File: src/rtl/uart_receiver.sv
// uart_receiver: 8N1 serial receiver with a single-byte holding register.
// The line is synchronised into the clk domain and sampled at bit centres.
// Each good byte is offered through a valid/ack handshake. A stop bit that
// samples 0 gives a one-cycle frame_err pulse. A byte that completes while
// the holding register is still full is dropped and sets the sticky overrun.
module uart_receiver #(
    parameter int CLK_HZ = 50000000,
    parameter int BAUD   = 9600
) (
    input  logic       clk,
    input  logic       rst,
    input  logic       rxd,
    output logic [7:0] data,
    output logic       valid,
    input  logic       ack,
    output logic       frame_err,
    output logic       overrun,
    output logic       busy
);
    localparam int CPB   = CLK_HZ / BAUD;
    localparam int HALF  = CPB / 2;
    localparam int CNT_W = $clog2(CPB);
    localparam logic [CNT_W-1:0] CNT_HALF = CNT_W'(HALF - 1);
    localparam logic [CNT_W-1:0] CNT_FULL = CNT_W'(CPB - 1);

    typedef enum logic [2:0] {
        S_IDLE,
        S_START,
        S_DATA,
        S_STOP,
        S_WAIT_HIGH
    } state_t;

    state_t           state_q;
    logic [CNT_W-1:0] cnt_q;
    logic [2:0]       bit_idx_q;
    logic [7:0]       shift_q;
    logic             rxd_meta_q;
    logic             rxd_s_q;
    logic             done_q;
    logic             ferr_pend_q;
    logic             busy_q;
    logic [7:0]       data_q,  data_d;
    logic             valid_q, valid_d;
    logic             ovr_q,   ovr_d;
    logic             frame_err_q;

    // Two-flop synchroniser; both flops reset to the idle (high) line level.
    always_ff @(posedge clk or negedge rst) begin
        if (!rst) begin
            rxd_meta_q <= 1'b1;
            rxd_s_q    <= 1'b1;
        end else begin
            rxd_meta_q <= rxd;
            rxd_s_q    <= rxd_meta_q;
        end
    end

    // Receive FSM: start-bit qualification, centre sampling, stop check.
    always_ff @(posedge clk or negedge rst) begin
        if (!rst) begin
            state_q     <= S_IDLE;
            cnt_q       <= '0;
            bit_idx_q   <= '0;
            shift_q     <= '0;
            done_q      <= 1'b0;
            ferr_pend_q <= 1'b0;
            busy_q      <= 1'b0;
        end else begin
            done_q      <= 1'b0;
            ferr_pend_q <= 1'b0;
            case (state_q)
                S_IDLE: begin
                    cnt_q <= '0;
                    if (!rxd_s_q) begin
                        state_q <= S_START;
                        busy_q  <= 1'b1;
                    end
                end
                S_START: begin
                    if (cnt_q == CNT_HALF) begin
                        cnt_q <= '0;
                        if (rxd_s_q) begin
                            // Line went back high before mid-start: a glitch.
                            state_q <= S_IDLE;
                            busy_q  <= 1'b0;
                        end else begin
                            bit_idx_q <= '0;
                            state_q   <= S_DATA;
                        end
                    end else begin
                        cnt_q <= cnt_q + 1'b1;
                    end
                end
                S_DATA: begin
                    if (cnt_q == CNT_FULL) begin
                        cnt_q     <= '0;
                        shift_q   <= {rxd_s_q, shift_q[7:1]};
                        bit_idx_q <= bit_idx_q + 1'b1;
                        if (bit_idx_q == 3'd7) begin
                            state_q <= S_STOP;
                        end
                    end else begin
                        cnt_q <= cnt_q + 1'b1;
                    end
                end
                S_STOP: begin
                    if (cnt_q == CNT_FULL) begin
                        cnt_q <= '0;
                        if (rxd_s_q) begin
                            // Leave at mid-stop so a back-to-back start edge is seen.
                            done_q  <= 1'b1;
                            state_q <= S_IDLE;
                            busy_q  <= 1'b0;
                        end else begin
                            ferr_pend_q <= 1'b1;
                            state_q     <= S_WAIT_HIGH;
                        end
                    end else begin
                        cnt_q <= cnt_q + 1'b1;
                    end
                end
                S_WAIT_HIGH: begin
                    // A held-low line (break) must not look like a new start bit.
                    cnt_q <= '0;
                    if (rxd_s_q) begin
                        state_q <= S_IDLE;
                        busy_q  <= 1'b0;
                    end
                end
                default: begin
                    cnt_q   <= '0;
                    state_q <= S_IDLE;
                    busy_q  <= 1'b0;
                end
            endcase
        end
    end

    // Holding register: ack frees the slot, and a delivery may reuse it in the same cycle.
    always_comb begin
        data_d  = data_q;
        valid_d = valid_q;
        ovr_d   = ovr_q;
        if (valid_q && ack) begin
            valid_d = 1'b0;
            ovr_d   = 1'b0;
        end
        if (done_q) begin
            if (!valid_q || ack) begin
                data_d  = shift_q;
                valid_d = 1'b1;
                ovr_d   = 1'b0;
            end else begin
                ovr_d = 1'b1;
            end
        end
    end

    // Register the holding outputs; frame_err lines up with the would-be valid rise.
    always_ff @(posedge clk or negedge rst) begin
        if (!rst) begin
            data_q      <= 8'h00;
            valid_q     <= 1'b0;
            ovr_q       <= 1'b0;
            frame_err_q <= 1'b0;
        end else begin
            data_q      <= data_d;
            valid_q     <= valid_d;
            ovr_q       <= ovr_d;
            frame_err_q <= ferr_pend_q;
        end
    end

    assign data      = data_q;
    assign valid     = valid_q;
    assign overrun   = ovr_q;
    assign frame_err = frame_err_q;
    assign busy      = busy_q;

endmodule

File: config.mk
export PLATFORM = sky130hd
export DESIGN_NAME = uart_receiver
export DESIGN_NICKNAME = d
export VERILOG_FILES = /design/src/rtl/uart_receiver.sv
export SDC_FILE = /design/constraint.sdc
export NUM_CORES = 1
export LEC_CHECK = 0
export ABC_AREA = 1
export BUFFER_PORTS_ARGS = -buffer_cell sky130_fd_sc_hd__buf_2
export CORE_ASPECT_RATIO = 0.5
export CORE_MARGIN = 4
export CORE_UTILIZATION = 35
export CTS_CLUSTER_DIAMETER = 50
export DETAILED_ROUTE_END_ITERATION = 6
export GPL_ROUTABILITY_DRIVEN = 0
export PLACE_DENSITY_LB_ADDON = 0.2
export SYNTH_ARGS = -nofsm -noshare
export SYNTH_HDL_FRONTEND = slang
export SYNTH_SLANG_ARGS = --single-unit
export TNS_END_PERCENT = 20
File: constraint.sdc
create_clock -name clk -period 1.93 [get_ports clk]
set_input_delay 0.579 -clock clk [delete_from_list [all_inputs] [get_ports clk]]
set_output_delay 0.579 -clock clk [all_outputs]
set_load 0.03 [all_outputs]
==> results.py <==
metrics = {
    "run_status": {
        "status": "finished, final reports clean",
    },
    "route": {
        "wl_per_cell_um": 11.1,
        "drc": 0,
        "ant_nets": 0,
        "num_vias": 1479,
        "routed_wl_um": 3690,
        "via_per_inst": 4.44,
        "drt_iter0_markers": 82,
        "dr.pass1.iters": 4,
    },
    "hold_path": {
        "hp-class": "input pin to async pin",
    },
    "die": {
        "floorplan.initialDensity": 0.365,
        "die_w_um": 115,
        "dieArea_mm2": 0.00710,
        "ioPinCount": 16,
        "die_y_um": 61.6,
        "core-area_mm2": 0.00552,
        "rows": 19,
    },
    "run": {
        "max_cap_violations": 0,
    },
    "layout": {
        "fin_util": 0.424,
        "drive_above_1_share": 0.173,
        "fin_nets": 266,
        "area_delta_synth_final_pct": 16.2,
        "antenna_cells": 0,
    },
    "placement": {
        "pre_cts_slack_ns": 0.396,
        "place_hpwl_um": 2610,
        "port_buffers": 15,
    },
    "global_routing": {
        "grt_usage": 0.118,
        "overflow": 0,
        "grt_pass1_vias": 1440,
        "antenna_found_initial": 0,
        "grt_pass1_wl_um": 6540,
        "grt_max_degree": 44,
    },
    "clock_tree": {
        "cts-root-buf": "clkbuf_16",
        "cts_tree": "built",
        "htree_levels": 2,
        "cts_inserted_buffers": 5,
        "clk_latency_ns": 0.28,
        "clkTransAtPathRegs_ns": 0.06,
        "cts_sinks": 43,
        "hold_buffers": 0,
        "postCtsResizedCells": 0,
        "post_cts.repair.setup_buffers": 0,
        "cts_buffer_depth": 2,
    },
    "sta": {
        "period_needed_ns": 1.52,
        "fin_ws_ns": 0.411,
        "tns_ns": 0,
        "setup_violations": 0,
        "hold_viol": 0,
        "layout_worst_path_cycle_share": 0.787,
        "fin_skew_ns": 0.00965,
        "slew_viol_final": 0,
        "slew-limit-headroom": 0.733,
        "tightest_slew_ns": 0.400,
        "rsz0062_at_grt": "false",
        "max_freq_mhz": 658,
    },
    "worst_setup_path": {
        "slowest_stage": "dfrtp_1",
        "cp_num_buf_inv": 1,
        "crit_path_end_kind": "flop",
        "crit_path_start_kind": "flop",
        "max_stage_delay_ns": 0.37,
        "cp_common_cell": "nand2_1",
        "cp_cell_sequence": "ha_1 -> nand2_2 -> nor2_4 -> nand3_4 -> nand2_1 -> nand2_1 -> inv_2 -> nor3_1",
        "worstSetupPathType": "flop to flop",
        "cp_data_arrival_time_ns": 1.68,
        "critical-path-top-delay-family": "simple AND/OR/NAND/NOR gates",
        "cp_max_fo": 12,
        "worst_ep_required_time_ns": 2.09,
    },
    "synth": {
        "synth.cell_area_mm2": 0.00201,
        "yosysSeqAreaShare": 0.536,
        "ys.warnings.count": 0,
        "ys_ff_latch": 43,
        "yosys.cell_types.count": 25,
        "yosysTopAreaCell": "dfrtp_1",
        "synth.area.top_cells": "dfrtp_1, nand2_1, inv_1, nor2_1, o21ai_0",
        "avgSynthCellArea_um2": 8.41,
        "synthCells": 239,
        "syn-num-nets": 246,
        "synth_top_area_frac": 0.510,
    },
    "power_and_ir_drop": {
        "pwr_density_cell_mw_per_mm2": 810,
        "p_leak_uw": 0.00121,
        "peakVddDrop_mv": 0.314,
    },
}
==> path summary, 6_finish.rpt <==
| check | end | slack [ns] | startpoint | depth (start not counted) |
|---|---|---|---|---|
| worst min-delay path | cnt_q[6] | 0.27 | rst | 2 |
| worst max-delay path | cnt_q[7] | 0.41 | cnt_q[0] | 8 |
| min in group clk | frame_err | 0.36 | ferr_pend_q | 0 |
| worst min register to register | frame_err | 0.36 | ferr_pend_q | 0 |
| worst max register to register | cnt_q[7] | 0.41 | cnt_q[0] | 8 |
| max in group asynchronous | rxd_s_q | 1.41 | rst | 2 |
==> logic make-up (layout without fill, tap and decap cells) <==
family,after synthesis,in the layout,share of synthesized area
AO/OA/AOI/OAI,29,29,0.0740
XOR/XNOR,3,3,0.0131
AND/OR/NAND/NOR,121,121,0.276
flip-flops,43,43,0.536
adder cells (fa/ha/maj),3,3,0.0187
buffers and inverters,40,61,0.0821
==> layer usage <==
layer	routed length (µm)	global-route usage
met3	103	0.0304
met5	0	0
met4	51	0.0452
met1	1880	0.152
met2	1650	0.194
==> final cells by class <==
| cell class | count | area, µm² |
|---|---|---|
| Clock buffer | 6 | 129 |
| Clock inverter | 2 | 37.5 |
| Fill cell | 563 | 3180 |
| Inverter | 37 | 139 |
| Multi-Input combinational cell | 156 | 767 |
| Sequential cell | 43 | 1080 |
| Tap cell | 73 | 91.3 |
| Timing Repair Buffer | 16 | 95.1 |
==> cell usage after synthesis <==
| library cell | count |
|---|---|
| o21ai_0 | 14 |
| xor2_1 | 3 |
| clkinv_1 | 2 |
| o21ai_1 | 13 |
| inv_1 | 31 |
| a21oi_2 | 1 |
| inv_2 | 4 |
| nand2_2 | 5 |
| nor2_2 | 4 |
| buf_6 | 2 |
| clkbuf_1 | 1 |
| a21oi_1 | 1 |
| nand3_1 | 10 |
| nor2_8 | 1 |
| nand3_4 | 1 |
| nand2_1 | 66 |
| nor2_4 | 1 |
| nand4_1 | 1 |
| ha_1 | 3 |
| dfstp_2 | 2 |
| nor3_2 | 2 |
| nor3_1 | 5 |
| nor2_1 | 24 |
| nand3_2 | 1 |
| dfrtp_1 | 41 |
==> layout by cell type, fill, tap and decap left out, types with 2 or more instances in the layout <==
cell       count
nor2_2         4
ha_1           3
buf_2         15
nor2_1        24
o21ai_1       13
nand3_1       10
nand2_2        5
o21ai_0       14
nor3_2         2
nand2_1       66
dfstp_2        2
inv_2          4
clkbuf_16      5
clkinv_1       2
nor3_1         5
inv_1         31
xor2_1         3
dfrtp_1       41
==> through the flow <==
step | power (µW) | std cells | instance area, µm² | hold WS [ns]
after floorplan | 928 | 239 | 2010 | 0.283
after global placement | 955 | 325 | 2170 | 0.332
after detailed placement | 956 | 325 | 2170 | 0.336
after CTS | 1920 | 333 | 2340 | 0.278
after global routing | 1960 | 333 | 2340 | 0.296
final | 1890 | 333 | 2340 | 0.265
==> registers in the layout (all words and copies together) (netlist names) <==
name	count
frame_err	1
shift_q	8
state_q	3
ferr_pend_q	1
data	8
rxd_meta_q	1
rxd_s_q	1
overrun	1
busy	1
done_q	1
bit_idx_q	3
cnt_q	13
valid	1
==> where the power goes <==
part,switching [µW],leakage (µW),total (µW),internal [µW]
sequential,2.55,0.000574,908,905
clock,346,0.0000771,957,611
combinational,21.4,0.000560,29.4,8.04
total,370,0.00121,1890,1520
(Power assumes the default switching activity.)
